## config.mk

```make
export PLATFORM = sky130hd
export DESIGN_NAME = chunk_mux_seq
export DESIGN_NICKNAME = d
export VERILOG_FILES = /design/src/rtl/chunk_mux_seq.sv
export SDC_FILE = /design/constraint.sdc
export NUM_CORES = 1
export LEC_CHECK = 0
export BUFFER_PORTS_ARGS = -buffer_cell sky130_fd_sc_hd__buf_4
export CAP_MARGIN = 40
export CORE_MARGIN = 3
export CORE_UTILIZATION = 43
export DETAILED_ROUTE_END_ITERATION = 6
export HOLD_SLACK_MARGIN = 0.08
export PLACE_DENSITY = 0.7
export SLEW_MARGIN = 25
export SYNTH_ARGS = -nofsm -noshare
export SYNTH_HDL_FRONTEND = slang
export SYNTH_SLANG_ARGS = --single-unit
export TNS_END_PERCENT = 5
```

## constraint.sdc

```tcl
create_clock -name clk -period 2.7 [get_ports clk]
set_input_delay 0.27 -clock clk [delete_from_list [all_inputs] [get_ports clk]]
set_output_delay 0.27 -clock clk [all_outputs]
set_load 0.01 [all_outputs]
```

## src/rtl/chunk_mux_seq.sv

```systemverilog
// Registered NUM_CH:1 chunk selector with an auto mode that captures the input
// bus on start and streams the chunks out in index order, one per cycle.
module chunk_mux_seq #(
  parameter int DATA_W = 4,
  parameter int NUM_CH = 2,
  parameter int SEL_W  = 1
) (
  input  logic                     clk,
  input  logic                     reset,
  input  logic                     mode,
  input  logic                     start,
  input  logic                     hold,
  input  logic [SEL_W-1:0]         sel,
  input  logic [NUM_CH*DATA_W-1:0] mux_in,
  output logic [DATA_W-1:0]        mux_out,
  output logic [SEL_W-1:0]         cur_sel,
  output logic                     out_valid,
  output logic                     busy,
  output logic                     done
);

  localparam logic [0:0]       ST_IDLE  = 1'b0;
  localparam logic [0:0]       ST_RUN   = 1'b1;
  localparam logic [SEL_W-1:0] LAST_IDX = SEL_W'(NUM_CH - 1);

  logic [0:0]              state_q,     state_d;
  logic [SEL_W-1:0]        idx_q,       idx_d;
  logic [NUM_CH*DATA_W-1:0] shadow_q,   shadow_d;
  logic [DATA_W-1:0]       mux_out_q,   mux_out_d;
  logic [SEL_W-1:0]        cur_sel_q,   cur_sel_d;
  logic                    out_valid_q, out_valid_d;
  logic                    busy_q,      busy_d;
  logic                    done_q,      done_d;

  // Indices at or beyond NUM_CH select zero rather than reading past the bus.
  function automatic logic [DATA_W-1:0] pick_chunk(
    input logic [NUM_CH*DATA_W-1:0] bus,
    input logic [SEL_W-1:0]         idx
  );
    logic [DATA_W-1:0] r;
    r = '0;
    for (int k = 0; k < NUM_CH; k++) begin
      if (idx == SEL_W'(k)) begin
        r = bus[k*DATA_W +: DATA_W];
      end else begin
        r = r;
      end
    end
    return r;
  endfunction

  // Next-state and output selection
  always_comb begin
    state_d     = state_q;
    idx_d       = idx_q;
    shadow_d    = shadow_q;
    mux_out_d   = mux_out_q;
    cur_sel_d   = cur_sel_q;
    out_valid_d = out_valid_q;
    busy_d      = busy_q;
    done_d      = 1'b0;
    case (state_q)
      ST_IDLE: begin
        if (!mode) begin
          mux_out_d   = pick_chunk(mux_in, sel);
          cur_sel_d   = sel;
          out_valid_d = 1'b1;
        end else if (start) begin
          shadow_d    = mux_in;
          idx_d       = '0;
          busy_d      = 1'b1;
          out_valid_d = 1'b0;
          state_d     = ST_RUN;
        end else begin
          out_valid_d = 1'b0;
        end
      end
      ST_RUN: begin
        if (hold) begin
          out_valid_d = 1'b0;
        end else begin
          mux_out_d   = pick_chunk(shadow_q, idx_q);
          cur_sel_d   = idx_q;
          out_valid_d = 1'b1;
          // Compare against the last real channel so unused index codes never appear.
          if (idx_q == LAST_IDX) begin
            done_d  = 1'b1;
            busy_d  = 1'b0;
            idx_d   = '0;
            state_d = ST_IDLE;
          end else begin
            idx_d = idx_q + 1'b1;
          end
        end
      end
      default: begin
        state_d     = ST_IDLE;
        idx_d       = '0;
        busy_d      = 1'b0;
        out_valid_d = 1'b0;
      end
    endcase
  end

  // State and output registers
  always_ff @(posedge clk) begin
    if (reset) begin
      state_q     <= ST_IDLE;
      idx_q       <= '0;
      shadow_q    <= '0;
      mux_out_q   <= '0;
      cur_sel_q   <= '0;
      out_valid_q <= 1'b0;
      busy_q      <= 1'b0;
      done_q      <= 1'b0;
    end else begin
      state_q     <= state_d;
      idx_q       <= idx_d;
      shadow_q    <= shadow_d;
      mux_out_q   <= mux_out_d;
      cur_sel_q   <= cur_sel_d;
      out_valid_q <= out_valid_d;
      busy_q      <= busy_d;
      done_q      <= done_d;
    end
  end

  assign mux_out   = mux_out_q;
  assign cur_sel   = cur_sel_q;
  assign out_valid = out_valid_q;
  assign busy      = busy_q;
  assign done      = done_q;

endmodule

```

==> results.md <==
- Outcome: complete, no violations
- Synth warn: 0
- Mux contribution to synthesized area: 0.264
- #FFs+latches synth: 18
- CP delay by family, top: flip-flops
- Asr flop ratio synth: 0
- Synth area leaders: dfxtp_1 (44%), mux2i_1 (20%), mux2_2 (5.5%), nor2_1 (4.6%), nand3b_1 (3.7%)
- Layout Nets: about 110
- IO buf count: 21
- Power Density: around 550 nW/um2
- Synth Area in Simple Gates: 0.154
- I/O pins: 22
- Distinct cells, synth: 24
- Area leader, netlist: dfxtp_1
- CTS max path bufs: 2
- Max_cap viols: 0
- M1 WL: ~670 um
- Worst-case reg-to-reg path depth: 3
- # diodes: 0
- CTS buffer count: 3
- Top sig layer: met4
- DR WL met2: approximately 750 um
- Clock-pin slew on the worst setup and hold paths: 0.10 ns
- Largest family of logic cells by synthesized area: multiplexers
- Leak: around 0.00046 uW
- Root buf cell: clkbuf_4
- Die height: around 50 um
- CTS tree: yes
- DIE AREA: approximately 2500 um2
- Sink Count: 18
- EDFF count, synth: 0
- Post-CTS sizing: 0
- Final hold vios: 0
- Synth Area in Adders: 0
- Max Freq: approximately 760 MHz
- Max rail drop VDD: around 0.23 mV
- Synthesized area: roughly 800 um2
- Rel. slew slack: 0.724
- CP required: 2.88 ns
- Hold crit path type: input pin to register
- Post-synth net total: 93
- Slew @ Worst Pin: roughly 0.40 ns
- Post-detail-place hpwl: 1.12 mm
- Hold path startpoint: mux_in[2]
- CP Buf/Inv Count: 0
- Post-synthesis sequential area ratio: 0.440
- Crit-path slowest cell: dfxtp_1
- Row cnt: 15
- Worst Skew: between 0.008 and 0.009 ns
- Most common cell in the netlist: dfxtp_1
- Commonest cells post-synth: dfxtp_1 (18), mux2i_1 (16), nor2_1 (10)
- Slew Limit Fails: 0
- DIE WIDTH: about 50 um
- Router iterations before antenna repair: 3
- Syn Inst Count: between 70 and 80
- Avg Vias per Cell: ~5.2
- Startpoint Class: register
- Synth Area in XOR/XNOR: 0
- Synth Flop Type: dfxtp_1
- Iter 0 DRT Violations: 6
- CTS Hold Buffers Added: 0
- Synth top area share: 0.440
- Antenna viol nets, final: 0
- Final Non-Filler Cells: 123
- Min Clock Period, post-route: roughly 1.3 ns
- WHS Endpoint: shadow_q[2]
- Critical R2R Launch: state_q
- First-pass GRT wire length: around 2.5 mm
- Critical Path AT: ~1.5 ns
- CORE AREA: about 1800 um2
- Worst path max stage delay: between 0.5 and 0.6 ns
- Final setup viols: 0
- Multi-input gate area: 400 um2
- CP Class: register to register
- Maximum fanout along the worst path: 11
- WL per Instance: around 12 um
- Placed Cells incl. Taps: between 100 and 150
- Share of post-route cells with drive strength above 1: 0.306
- Sequential Area: around 360 um2
- Flop2flop setup slack: between 1 and 1.5 ns
- Unrepaired setup endpoints after global routing: no
- Worst skew pair latency: 0.29 ns
- Total number of vias: around 630
- Antenna violations before repair: 0
- Global route overflow: 0
- Largest net degree at the start of global routing: 19
- Vias in the first global route: 577
- Setup_tns: 0 ns
- R2r endpoint: shadow_q[5]
- Routability cong.: a little over 0.8
- Compound-gate portion of the synthesized area: 0.0702
- Layout area overhead: 21.2%
- Remaining DRCs: 0
- H-Tree Depth: 1
- Nature of the critical path endpoint: register
- Starting Density: 0.465
- Fillers: between 150 and 200
- Gr usage total: 0.131
- Met3 WL: 72 um
- Crit path cell chain: nand3b_4, mux2i_1, nor2_1
- Worst hold stages: 3
- Post-Route WL: between 1.5 and 2 mm
- Period Utilization, post-route: 0.490
- Setup bufs post-CTS: 0
- Avg Cell Area, Syn: 10.4 um2
worst reg2reg max path, stage by stage (launching register included):
cell,delay (ns)
dfxtp_1,0.58
nand3b_4,0.34
mux2i_1,0.24
nor2_1,0.07
worst max-delay path by stage:
stage	from	to	slack [ns]	cells after the start
finish	state_q	shadow_q[5]	1.38	3
global route	state_q	mux_out[1]	1.26	3
CTS	state_q	shadow_q[5]	1.37	3
detailed placement	state_q	mux_out[1]	1.39	3
global placement	state_q	mux_out[2]	1.44	3
floorplan	state_q	shadow_q[0]	1.62	5
area by class of cell:
class,instances,area share
Sequential cell,18,0.363
Timing Repair Buffer,21,0.159
Multi-Input combinational cell,53,0.403
Inverter,2,0.00756
Tap cell,25,0.0315
Clock buffer,4,0.0365
metal layers:
metal,vias to the layer above,GRT usage
met4,0,0.0507
met5,-,0
met3,4,0.0302
met1,300,0.169
met2,15,0.211
li1,315,-
cell usage in the layout, fill, tap and decap left out:
cell	count
mux2_1	1
nand2_1	1
o22ai_1	1
nor2_1	10
dfxtp_1	18
inv_1	2
mux2i_1	16
a211oi_1	1
a21oi_1	3
buf_4	21
o21ai_0	1
nand3b_1	4
a2111oi_0	1
nor3_1	1
nor2b_1	1
mux2_2	4
o21ai_1	3
nand3_1	1
clkbuf_8	1
nand3b_4	1
nand2b_1	3
clkbuf_4	3
logic make-up (layout without fill, tap and decap cells):
group,Yosys count,in the layout
buffers and inverters,8,27
AOI/OAI and AO/OA,10,10
muxes,21,21
DFF,18,18
and+or+nand+nor,22,22
state kept, by name, indices dropped and copies added, names as in the netlist:
name,cells
shadow_q,8
mux_out,4
busy,1
cur_sel,1
done,1
idx_q,1
out_valid,1
state_q,1
through the flow:
| step | power, uW | utilization | setup slack [ns] | hold slack (ns) | area [um2] |
|---|---|---|---|---|---|
| 2_1_floorplan | 358 | - | 1.62 | 0.414 | 820 |
| 3_3_place_gp | 390 | 0.543 | 1.44 | 0.447 | 957 |
| 3_5_place_dp | 391 | 0.543 | 1.39 | 0.454 | 957 |
| 4_1_cts | 552 | 0.563 | 1.37 | 0.212 | 993 |
| 5_1_grt | 576 | 0.563 | 1.26 | 0.226 | 993 |
| 6_report | 546 | 0.563 | 1.38 | 0.215 | 993 |
power breakdown:
| part | leakage, uW | internal [uW] | switching, uW |
|---|---|---|---|
| sequential | 0.000148 | 282 | 12.8 |
| combinational | 0.000289 | 50.5 | 38.9 |
| clock | 0.0000210 | 82.0 | 79.6 |
No activity file was read; power rests on OpenSTA's default activity.
